[src/rtl/lsu_pkg.sv]
// lsu_pkg: shared types, constants and fault helper for the load/store memory port
package lsu_pkg;
    localparam int MEM_AW = 14;
    localparam logic [7:0] MASK_B = 8'h01;
    localparam logic [7:0] MASK_H = 8'h03;
    localparam logic [7:0] MASK_W = 8'h0F;
    typedef enum logic [1:0] {SZ_B = 2'd0, SZ_H = 2'd1, SZ_W = 2'd2} size_e;
    typedef enum logic [1:0] {IDLE, ISSUE, CAPTURE, RESP} state_e;
    function automatic logic bad_access(logic [1:0] size, logic [1:0] a);
        return (size == 2'd3) || (size == SZ_H && a[0]) || (size == SZ_W && a != 2'd0);
    endfunction
endpackage

[src/rtl/lsu_mem_port_if.sv]
// lsu_mem_port_if: core request/response channel and RAM port of the load/store unit
interface lsu_mem_port_if;
    logic req_valid;
    logic req_ready;
    logic req_we;
    logic [1:0] req_size;
    logic req_unsigned;
    logic [31:0] req_addr;
    logic [31:0] req_wdata;
    logic rsp_valid;
    logic rsp_ready;
    logic [31:0] rsp_rdata;
    logic rsp_fault;
    logic mem_en;
    logic mem_ren;
    logic [7:0] mem_we;
    logic [lsu_pkg::MEM_AW-1:0] mem_addr;
    logic [63:0] mem_wdata;
    logic [63:0] mem_rdata;
    modport master(
        output req_valid, req_we, req_size, req_unsigned, req_addr, req_wdata, rsp_ready, mem_rdata,
        input req_ready, rsp_valid, rsp_rdata, rsp_fault, mem_en, mem_ren, mem_we, mem_addr, mem_wdata
    );
    modport slave(
        input req_valid, req_we, req_size, req_unsigned, req_addr, req_wdata, rsp_ready, mem_rdata,
        output req_ready, rsp_valid, rsp_rdata, rsp_fault, mem_en, mem_ren, mem_we, mem_addr, mem_wdata
    );
endinterface

[src/rtl/lsu_load_align.sv]
// lsu_load_align: picks the addressed bytes out of a 64-bit RAM word and extends them to 32 bits
module lsu_load_align
    import lsu_pkg::*;
(
    input logic [63:0] rdata,
    input logic [2:0] addr,
    input size_e size,
    input logic uns,
    output logic [31:0] data
);
    logic [31:0] w;
    logic [7:0] b;
    logic [15:0] h;
    // Lane select, then sign or zero extension by access size
    always_comb begin
        w = addr[2] ? rdata[63:32] : rdata[31:0];
        b = w[{addr[1:0], 3'b000} +: 8];
        h = addr[1] ? w[31:16] : w[15:0];
        data = size == SZ_B ? {{24{b[7] & ~uns}}, b} : size == SZ_H ? {{16{h[15] & ~uns}}, h} : w;
    end
endmodule

[src/rtl/lsu_mem_port.sv]
// lsu_mem_port: one-at-a-time RV32 load/store initiator for the 64-bit data RAM port
// Define LSU_BOUNDS_CHECK_EN to fault addresses beyond the RAM instead of aliasing them.
module lsu_mem_port
    import lsu_pkg::*;
#(
    parameter int MEM_BYTES = 131072
) (
    input logic clk,
    input logic rst_n,
    lsu_mem_port_if.slave bus
);
    localparam int AW = $clog2(MEM_BYTES / 8);
    state_e state, state_nx;
    logic we_q, uns_q, fault_q, accept, fault, oob;
    size_e size_q;
    logic [AW+2:0] addr_q;
    logic [31:0] wdata_q, rdata_q, ld_data;
    logic [7:0] mask;
    logic [63:0] wrep;
    assign accept = bus.req_valid && state == IDLE;
`ifdef LSU_BOUNDS_CHECK_EN
    assign oob = |bus.req_addr[31:AW+3];
`else
    assign oob = 1'b0;
`endif
    assign fault = bad_access(bus.req_size, bus.req_addr[1:0]) || oob;
    assign mask = (size_q == SZ_B ? MASK_B : size_q == SZ_H ? MASK_H : MASK_W) << addr_q[2:0];
    assign wrep = size_q == SZ_B ? {8{wdata_q[7:0]}} : size_q == SZ_H ? {4{wdata_q[15:0]}} : {2{wdata_q}};
    // State register
    always_ff @(posedge clk or negedge rst_n)
        if (!rst_n) state <= IDLE;
        else state <= state_nx;
    // Next state and bus outputs; the RAM port is only driven during ISSUE
    always_comb begin
        state_nx = state;
        bus.req_ready = 1'b0;
        bus.rsp_valid = 1'b0;
        bus.rsp_rdata = '0;
        bus.rsp_fault = 1'b0;
        bus.mem_en = 1'b0;
        bus.mem_ren = 1'b0;
        bus.mem_we = '0;
        bus.mem_addr = '0;
        bus.mem_wdata = '0;
        case (state)
            IDLE: begin
                bus.req_ready = 1'b1;
                if (bus.req_valid) state_nx = fault ? RESP : ISSUE;
            end
            ISSUE: begin
                bus.mem_en = 1'b1;
                bus.mem_ren = ~we_q;
                bus.mem_we = we_q ? mask : 8'h00;
                bus.mem_addr = addr_q[AW+2:3];
                bus.mem_wdata = we_q ? wrep : 64'h0;
                state_nx = we_q ? RESP : CAPTURE;
            end
            CAPTURE: state_nx = RESP;
            RESP: begin
                bus.rsp_valid = 1'b1;
                bus.rsp_rdata = rdata_q;
                bus.rsp_fault = fault_q;
                if (bus.rsp_ready) state_nx = IDLE;
            end
            default: state_nx = IDLE;
        endcase
    end
    // Register the request at accept and the aligned load result in CAPTURE
    always_ff @(posedge clk or negedge rst_n)
        if (!rst_n) begin
            we_q <= 1'b0;
            size_q <= SZ_B;
            uns_q <= 1'b0;
            addr_q <= '0;
            wdata_q <= '0;
            fault_q <= 1'b0;
            rdata_q <= '0;
        end else if (accept) begin
            we_q <= bus.req_we;
            size_q <= size_e'(bus.req_size);
            uns_q <= bus.req_unsigned;
            addr_q <= bus.req_addr[AW+2:0];
            wdata_q <= bus.req_wdata;
            fault_q <= fault;
            rdata_q <= '0;
        end else if (state == CAPTURE) begin
            rdata_q <= ld_data;
        end
    lsu_load_align u_align (
        .rdata(bus.mem_rdata),
        .addr(addr_q[2:0]),
        .size(size_q),
        .uns(uns_q),
        .data(ld_data)
    );
endmodule

[src/flat_wrapper.sv]
// flat-port wrapper written by rule: the top's interface ports become plain ports
module lsu_mem_port_flat import lsu_pkg::*;
#(
    parameter int MEM_BYTES = 131072
)
  (clk, rst_n, bus_req_valid, bus_req_we, bus_req_size, bus_req_unsigned, bus_req_addr, bus_req_wdata, bus_rsp_ready, bus_mem_rdata, bus_req_ready, bus_rsp_valid, bus_rsp_rdata, bus_rsp_fault, bus_mem_en, bus_mem_ren, bus_mem_we, bus_mem_addr, bus_mem_wdata);
  lsu_mem_port_if bus_i ();
  input logic clk;
  input logic rst_n;
  input wire logic [$bits(bus_i.req_valid)-1:0] bus_req_valid;
  input wire logic [$bits(bus_i.req_we)-1:0] bus_req_we;
  input wire logic [$bits(bus_i.req_size)-1:0] bus_req_size;
  input wire logic [$bits(bus_i.req_unsigned)-1:0] bus_req_unsigned;
  input wire logic [$bits(bus_i.req_addr)-1:0] bus_req_addr;
  input wire logic [$bits(bus_i.req_wdata)-1:0] bus_req_wdata;
  input wire logic [$bits(bus_i.rsp_ready)-1:0] bus_rsp_ready;
  input wire logic [$bits(bus_i.mem_rdata)-1:0] bus_mem_rdata;
  output wire logic [$bits(bus_i.req_ready)-1:0] bus_req_ready;
  output wire logic [$bits(bus_i.rsp_valid)-1:0] bus_rsp_valid;
  output wire logic [$bits(bus_i.rsp_rdata)-1:0] bus_rsp_rdata;
  output wire logic [$bits(bus_i.rsp_fault)-1:0] bus_rsp_fault;
  output wire logic [$bits(bus_i.mem_en)-1:0] bus_mem_en;
  output wire logic [$bits(bus_i.mem_ren)-1:0] bus_mem_ren;
  output wire logic [$bits(bus_i.mem_we)-1:0] bus_mem_we;
  output wire logic [$bits(bus_i.mem_addr)-1:0] bus_mem_addr;
  output wire logic [$bits(bus_i.mem_wdata)-1:0] bus_mem_wdata;
  assign bus_i.req_valid = bus_req_valid;
  assign bus_i.req_we = bus_req_we;
  assign bus_i.req_size = bus_req_size;
  assign bus_i.req_unsigned = bus_req_unsigned;
  assign bus_i.req_addr = bus_req_addr;
  assign bus_i.req_wdata = bus_req_wdata;
  assign bus_i.rsp_ready = bus_rsp_ready;
  assign bus_i.mem_rdata = bus_mem_rdata;
  assign bus_req_ready = bus_i.req_ready;
  assign bus_rsp_valid = bus_i.rsp_valid;
  assign bus_rsp_rdata = bus_i.rsp_rdata;
  assign bus_rsp_fault = bus_i.rsp_fault;
  assign bus_mem_en = bus_i.mem_en;
  assign bus_mem_ren = bus_i.mem_ren;
  assign bus_mem_we = bus_i.mem_we;
  assign bus_mem_addr = bus_i.mem_addr;
  assign bus_mem_wdata = bus_i.mem_wdata;
  lsu_mem_port #(.MEM_BYTES(MEM_BYTES)) u_core (.clk(clk), .rst_n(rst_n), .bus(bus_i));
endmodule
[config.mk]
export PLATFORM = sky130hd
export DESIGN_NAME = lsu_mem_port_flat
export DESIGN_NICKNAME = d
export VERILOG_FILES = /design/src/rtl/lsu_pkg.sv /design/src/rtl/lsu_mem_port_if.sv /design/src/rtl/lsu_load_align.sv /design/src/rtl/lsu_mem_port.sv /design/src/flat_wrapper.sv
export SDC_FILE = /design/constraint.sdc
export NUM_CORES = 1
export LEC_CHECK = 0
export CAP_MARGIN = 20
export CORE_MARGIN = 4
export CORE_UTILIZATION = 40
export CTS_CLUSTER_SIZE = 25
export DETAILED_ROUTE_END_ITERATION = 10
export PLACE_DENSITY = 0.78
export RECOVER_POWER = 50
export SYNTH_ARGS = -nofsm -noshare
export SYNTH_HDL_FRONTEND = slang
export SYNTH_SLANG_ARGS = --single-unit
[constraint.sdc]
create_clock -name clk -period 5.1 [get_ports clk]
set_input_delay 0.765 -clock clk [delete_from_list [all_inputs] [get_ports clk]]
set_output_delay 0.765 -clock clk [all_outputs]
set_load 0.02 [all_outputs]
* Word level (Yosys, flattened, before mapping)
Cells that the tools add are included.
Word-level totals: input port bits 136, output and inout port bits 123, word-level logic and storage cells 59, register bits 88
Cells by class: reduce and logical (&&, ||, !) cells 10, shift-type cells 2, muxes and demuxes 26, bitwise logic cells 4, eq/ne operators 9
Operators by type and width (number):
- $mux 64 | 4
- $mux 32 | 6
- $shiftx 32x6->8 | 1
- $mux 8 | 3
- $mux 16 | 1
- $mux 14 | 1
- $eq 2x2->1 const B | 4
- $pmux 2 s4 | 1
- $shl 8x3->8 | 1
- $eq 2x1->1 const B | 3
- $mux 1 | 6
- $mux 2 | 3
- $logic_not 2->1 | 2
- $mux 4 | 1
- $ne 2x2->1 const B | 2
- $reduce_bool 2->1 | 2
- $logic_and 1x1->1 | 3
- $and 1x1->1 | 2
- $logic_or 1x1->1 | 2
- $not 1->1 | 2
- $reduce_and 2->1 | 1

* Longest topological paths before layout
depth in word-level cells 7, mapped depth 8, gate-level depth less buffers 6

* Modules after synthesis
From an unflattened synthesis, not the netlist that was laid out.
Unflattened totals: cells, all modules 683, area, all modules 6075.8 sq um
By module, submodules not included:
- lsu_mem_port | times used 1, area an instance 4747.1 sq um, seq. area each 2202.1 sq um, cells an instance 550
- lsu_load_align | times used 1, area an instance 1328.8 sq um, seq. area each 0.0 sq um, cells an instance 133

* Worst setup path after synthesis
Ideal clock, no wire load.
path kind reg-to-output, start register u_core.state[1], end output bus_mem_wdata[45], required time 4.335 ns, path buffers 2, slack 2.482 ns, arrival 1.853 ns, stages on the path, launching flop included 7, cells stage by stage dfrtp_1 -> inv_1 -> ha_1 -> nand2_1 -> clkbuf_1 -> a21oi_1 -> buf_4
Between the ends: word-level cells in the longest chain between the ends 2
RTL lines:
- from (decl) | RTL line lsu_mem_port.sv:13 | state_e state, state_nx;
- from (signal assigned) | RTL line lsu_mem_port.sv:32 | else state <= state_nx;
- $eq 2x1->1 | RTL line lsu_mem_port.sv:45 | case (state)
- $mux 64 | RTL line lsu_mem_port.sv:45
- to (decl) | RTL line flat_wrapper.sv:26 | output wire logic [$bits(bus_i.mem_wdata)-1:0] bus_mem_wdata;
Every way passes these cells.

* Final worst setup path
start register u_core.state[1], end output bus_mem_we[1]
Between the ends: word-level cells in the longest chain between the ends 2
RTL lines:
- $eq 2x1->1 | RTL line lsu_mem_port.sv:45
- $mux 8 | RTL line lsu_mem_port.sv:45
- to (decl) | RTL line flat_wrapper.sv:24 | output wire logic [$bits(bus_i.mem_we)-1:0] bus_mem_we;
Every way passes these cells.

==> impl_metrics.toml <==
[status]
outcome = "finished, violations left"
violations = "capacitance limit, slew limit"

[synth]
syn_inst = 572
synth_commonest_cells = "88 x dfrtp_1, 75 x nand2_1, 61 x mux2_2"
synthAdderAreaFrac = 0.0113
synth_area_mm2 = 0.00553
synthArstFlopShare = 1.00
synth_compound_area_frac = 0.112
synth_xor_area_frac = 0
synth_top_family_by_area = "multiplexers"
synth_top_flop_cell = "dfrtp_1"
yosysSeqAreaShare = 0.398
muxShareOfSynthArea = 0.230
synth_area_leaders = "dfrtp_1 40%, mux2_2 12%, mux2i_1 10%, and2_1 5.3%, nand2_1 5.1%"
syn_nets = 713
synth_top_area_frac = 0.398
post_synth_and_or_nand_nor_area_fraction = 0.166
yosysWarnings = 0
yosysTopAreaCell = "dfrtp_1"
yosysMostFrequentCell = "dfrtp_1"
synth_edf_count = 0
ys_types = 41
syn_area_per_cell_um2 = 9.66
ys_ff_latch = 88

[setup_path]
path_cells = "inv_1 > ha_1 > nand2_1 > buf_16 > nor4_1 > clkdlybuf4s50_1"
crit_path_start_kind = "flop"
cpMaxStageDelayCell = "ha_1"
required_ns = 4.34
crit_fanout = 25
critPathKind = "flop to output pin"
r2r_slack_ns = 1.53
cp_top_family = "buffers and inverters"
end_kind = "output pin"
cpPeakStageDelay_ns = 0.68
worst-path-buf-inv = 3
cp_data_arrival_time_ns = 3.44

[grt]
first_global_vias = 5253
gr-total-overflow = 0
grtUsageTotal = 0.225
grt_antenna_before_repair = 1
grt_max_degree = 51
grt_pass1_wl_um = 28300

[layout]
nets = 897
n_antenna_cell = 0
stdcell_count = 937
drive_gt1_frac = 0.114
area_growth_pct = 45.9
multi_input_area_mm2 = 0.00287
final_area_mm2 = 0.00807
fillers = 1119
seq_area_mm2 = 0.00220

[place]
place.gp.congestion = 0.912
dp_hpwl_um = 13800
dp.cells = 921
postPlaceCellArea_mm2 = 0.00781
place_ws_ns = 1.26
io_buffers = 243

[power_and_ir_drop]
power.density_mw_per_mm2 = 600
power_leakage_nw = 3.37
max-vdd-ir-drop_mv = 0.296
total_power_mw = 4.84

[floorplan]
start_util = 0.413
fp.dieH_um = 126
num_rows = 42
fp.dieW_um = 126
die_area_mm2 = 0.0158
coreArea_mm2 = 0.0134
ios = 259

[detailed_routing]
vias = 5012
route.detailed.drc = 0
drt_first_pass_iters = 6
drt_wl_total_um = 18200
antenna_left = 0
wl_per_cell_um = 19.4
drt-vias-per-instance = 5.35
drtIter0Drc = 312

[timing]
tightest_slew_ns = 2.41
report.final.slew_viol_count = 79
worst_slack_ns = 0.890
grt_setup_unrepaired = "false"
final_hold_viol_count = 0
relSlewSlack = -0.606
min_period_ns = 4.21
max_freq_mhz = 238
tns_ns = 0
fin_crit_sh = 0.825
skew_ns = 0.00878
finalSetupViolCount = 0

[clocking]
cts_sinks = 88
insertion_delay_ns = 0.34
clockBufferDepth = 2
cts_hold_buffers = 0
cts_tree = "yes"
cts-root-buf = "clkbuf_16"
post_cts_buffers = 0
ctsResizeCount = 0
clk_pin_slew_ns = 0.06
htree_levels = 3
cts_buffers = 9

[run]
max_cap_violations = 2

[hold_path]
hold_class = "flop to flop"
[metal layers]
| metal | wire (µm) | track usage |
|---|---|---|
| met1 | 7300 | 0.265 |
| met2 | 8910 | 0.390 |
| met3 | 1520 | 0.0670 |
| met4 | 425 | 0.0784 |
| met5 | 13 | 0 |
[kinds of logic (layout without fill, tap and decap cells)]
logic type      count (synthesis)  in the layout
simple gates                  189            189
mux                           118            118
compound gates                 91             91
flops                          88             88
buf+inv                        81            270
fa+ha+maj                       5              5
[through the flow]
stage                     utilization  hold slack (ns)
final                           0.602            0.475
after global placement          0.581            0.454
after detailed placement        0.583            0.467
after CTS                       0.603            0.430
after global routing            0.602            0.501
after floorplan                     -            0.442
[power by group]
| group | leakage, nW | total (mW) | switching, mW | internal [mW] |
|---|---|---|---|---|
| combinational | 2.17 | 2.80 | 1.43 | 1.37 |
| sequential | 1.07 | 1.43 | 0.389 | 1.04 |
| clock | 0.136 | 0.612 | 0.272 | 0.341 |
| total | 3.37 | 4.84 | 2.09 | 2.74 |
[layout make-up]
cell class | instances | area share
inverters | 5 | 0.00233
clock inverters | 4 | 0.00248
repair buffers | 249 | 0.308
well taps | 176 | 0.0273
flip-flops and latches | 88 | 0.273
clock buffers | 12 | 0.0306
multi-input cells | 403 | 0.356
[registers in the layout, summed over array words and instances (netlist names)]
name            flops
u_core.rdata_q     32
u_core.uns_q        1
u_core.size_q       2
u_core.state        2
u_core.we_q         1
u_core.addr_q      17
u_core.wdata_q     32
u_core.fault_q      1
[path summary, 6_finish.rpt]
kind,from,endpoint,depth (start not counted)
min,u_core.rdata_q[8],u_core.rdata_q[8],2
min reg2reg,u_core.rdata_q[8],u_core.rdata_q[8],2
max,u_core.state[1],bus_mem_we[1],6
max in group asynchronous,rst_n,u_core.rdata_q[15],2
min in group asynchronous,rst_n,u_core.rdata_q[18],1
max reg2reg,u_core.state[1],u_core.rdata_q[3],6
[placed cells by master (no fill, tap or decap), drive strengths merged, types with 15 or more instances in the layout]
| master | count |
|---|---|
| nor2 | 31 |
| clkbuf | 15 |
| dfrtp | 88 |
| and2 | 48 |
| o21ai | 17 |
| nand2 | 75 |
| a21oi | 30 |
| clkdlybuf4s50 | 240 |
| mux2 | 61 |
| mux2i | 56 |
| a32o | 17 |
[tightest hold or removal path: cells and delay by family (launching register included)]
kind / cells / cell delay [ns]
flops: 1 / 0.33
compound gates: 1 / 0.06
simple gates: 1 / 0.05
No activity file was read; power rests on OpenSTA's default activity.
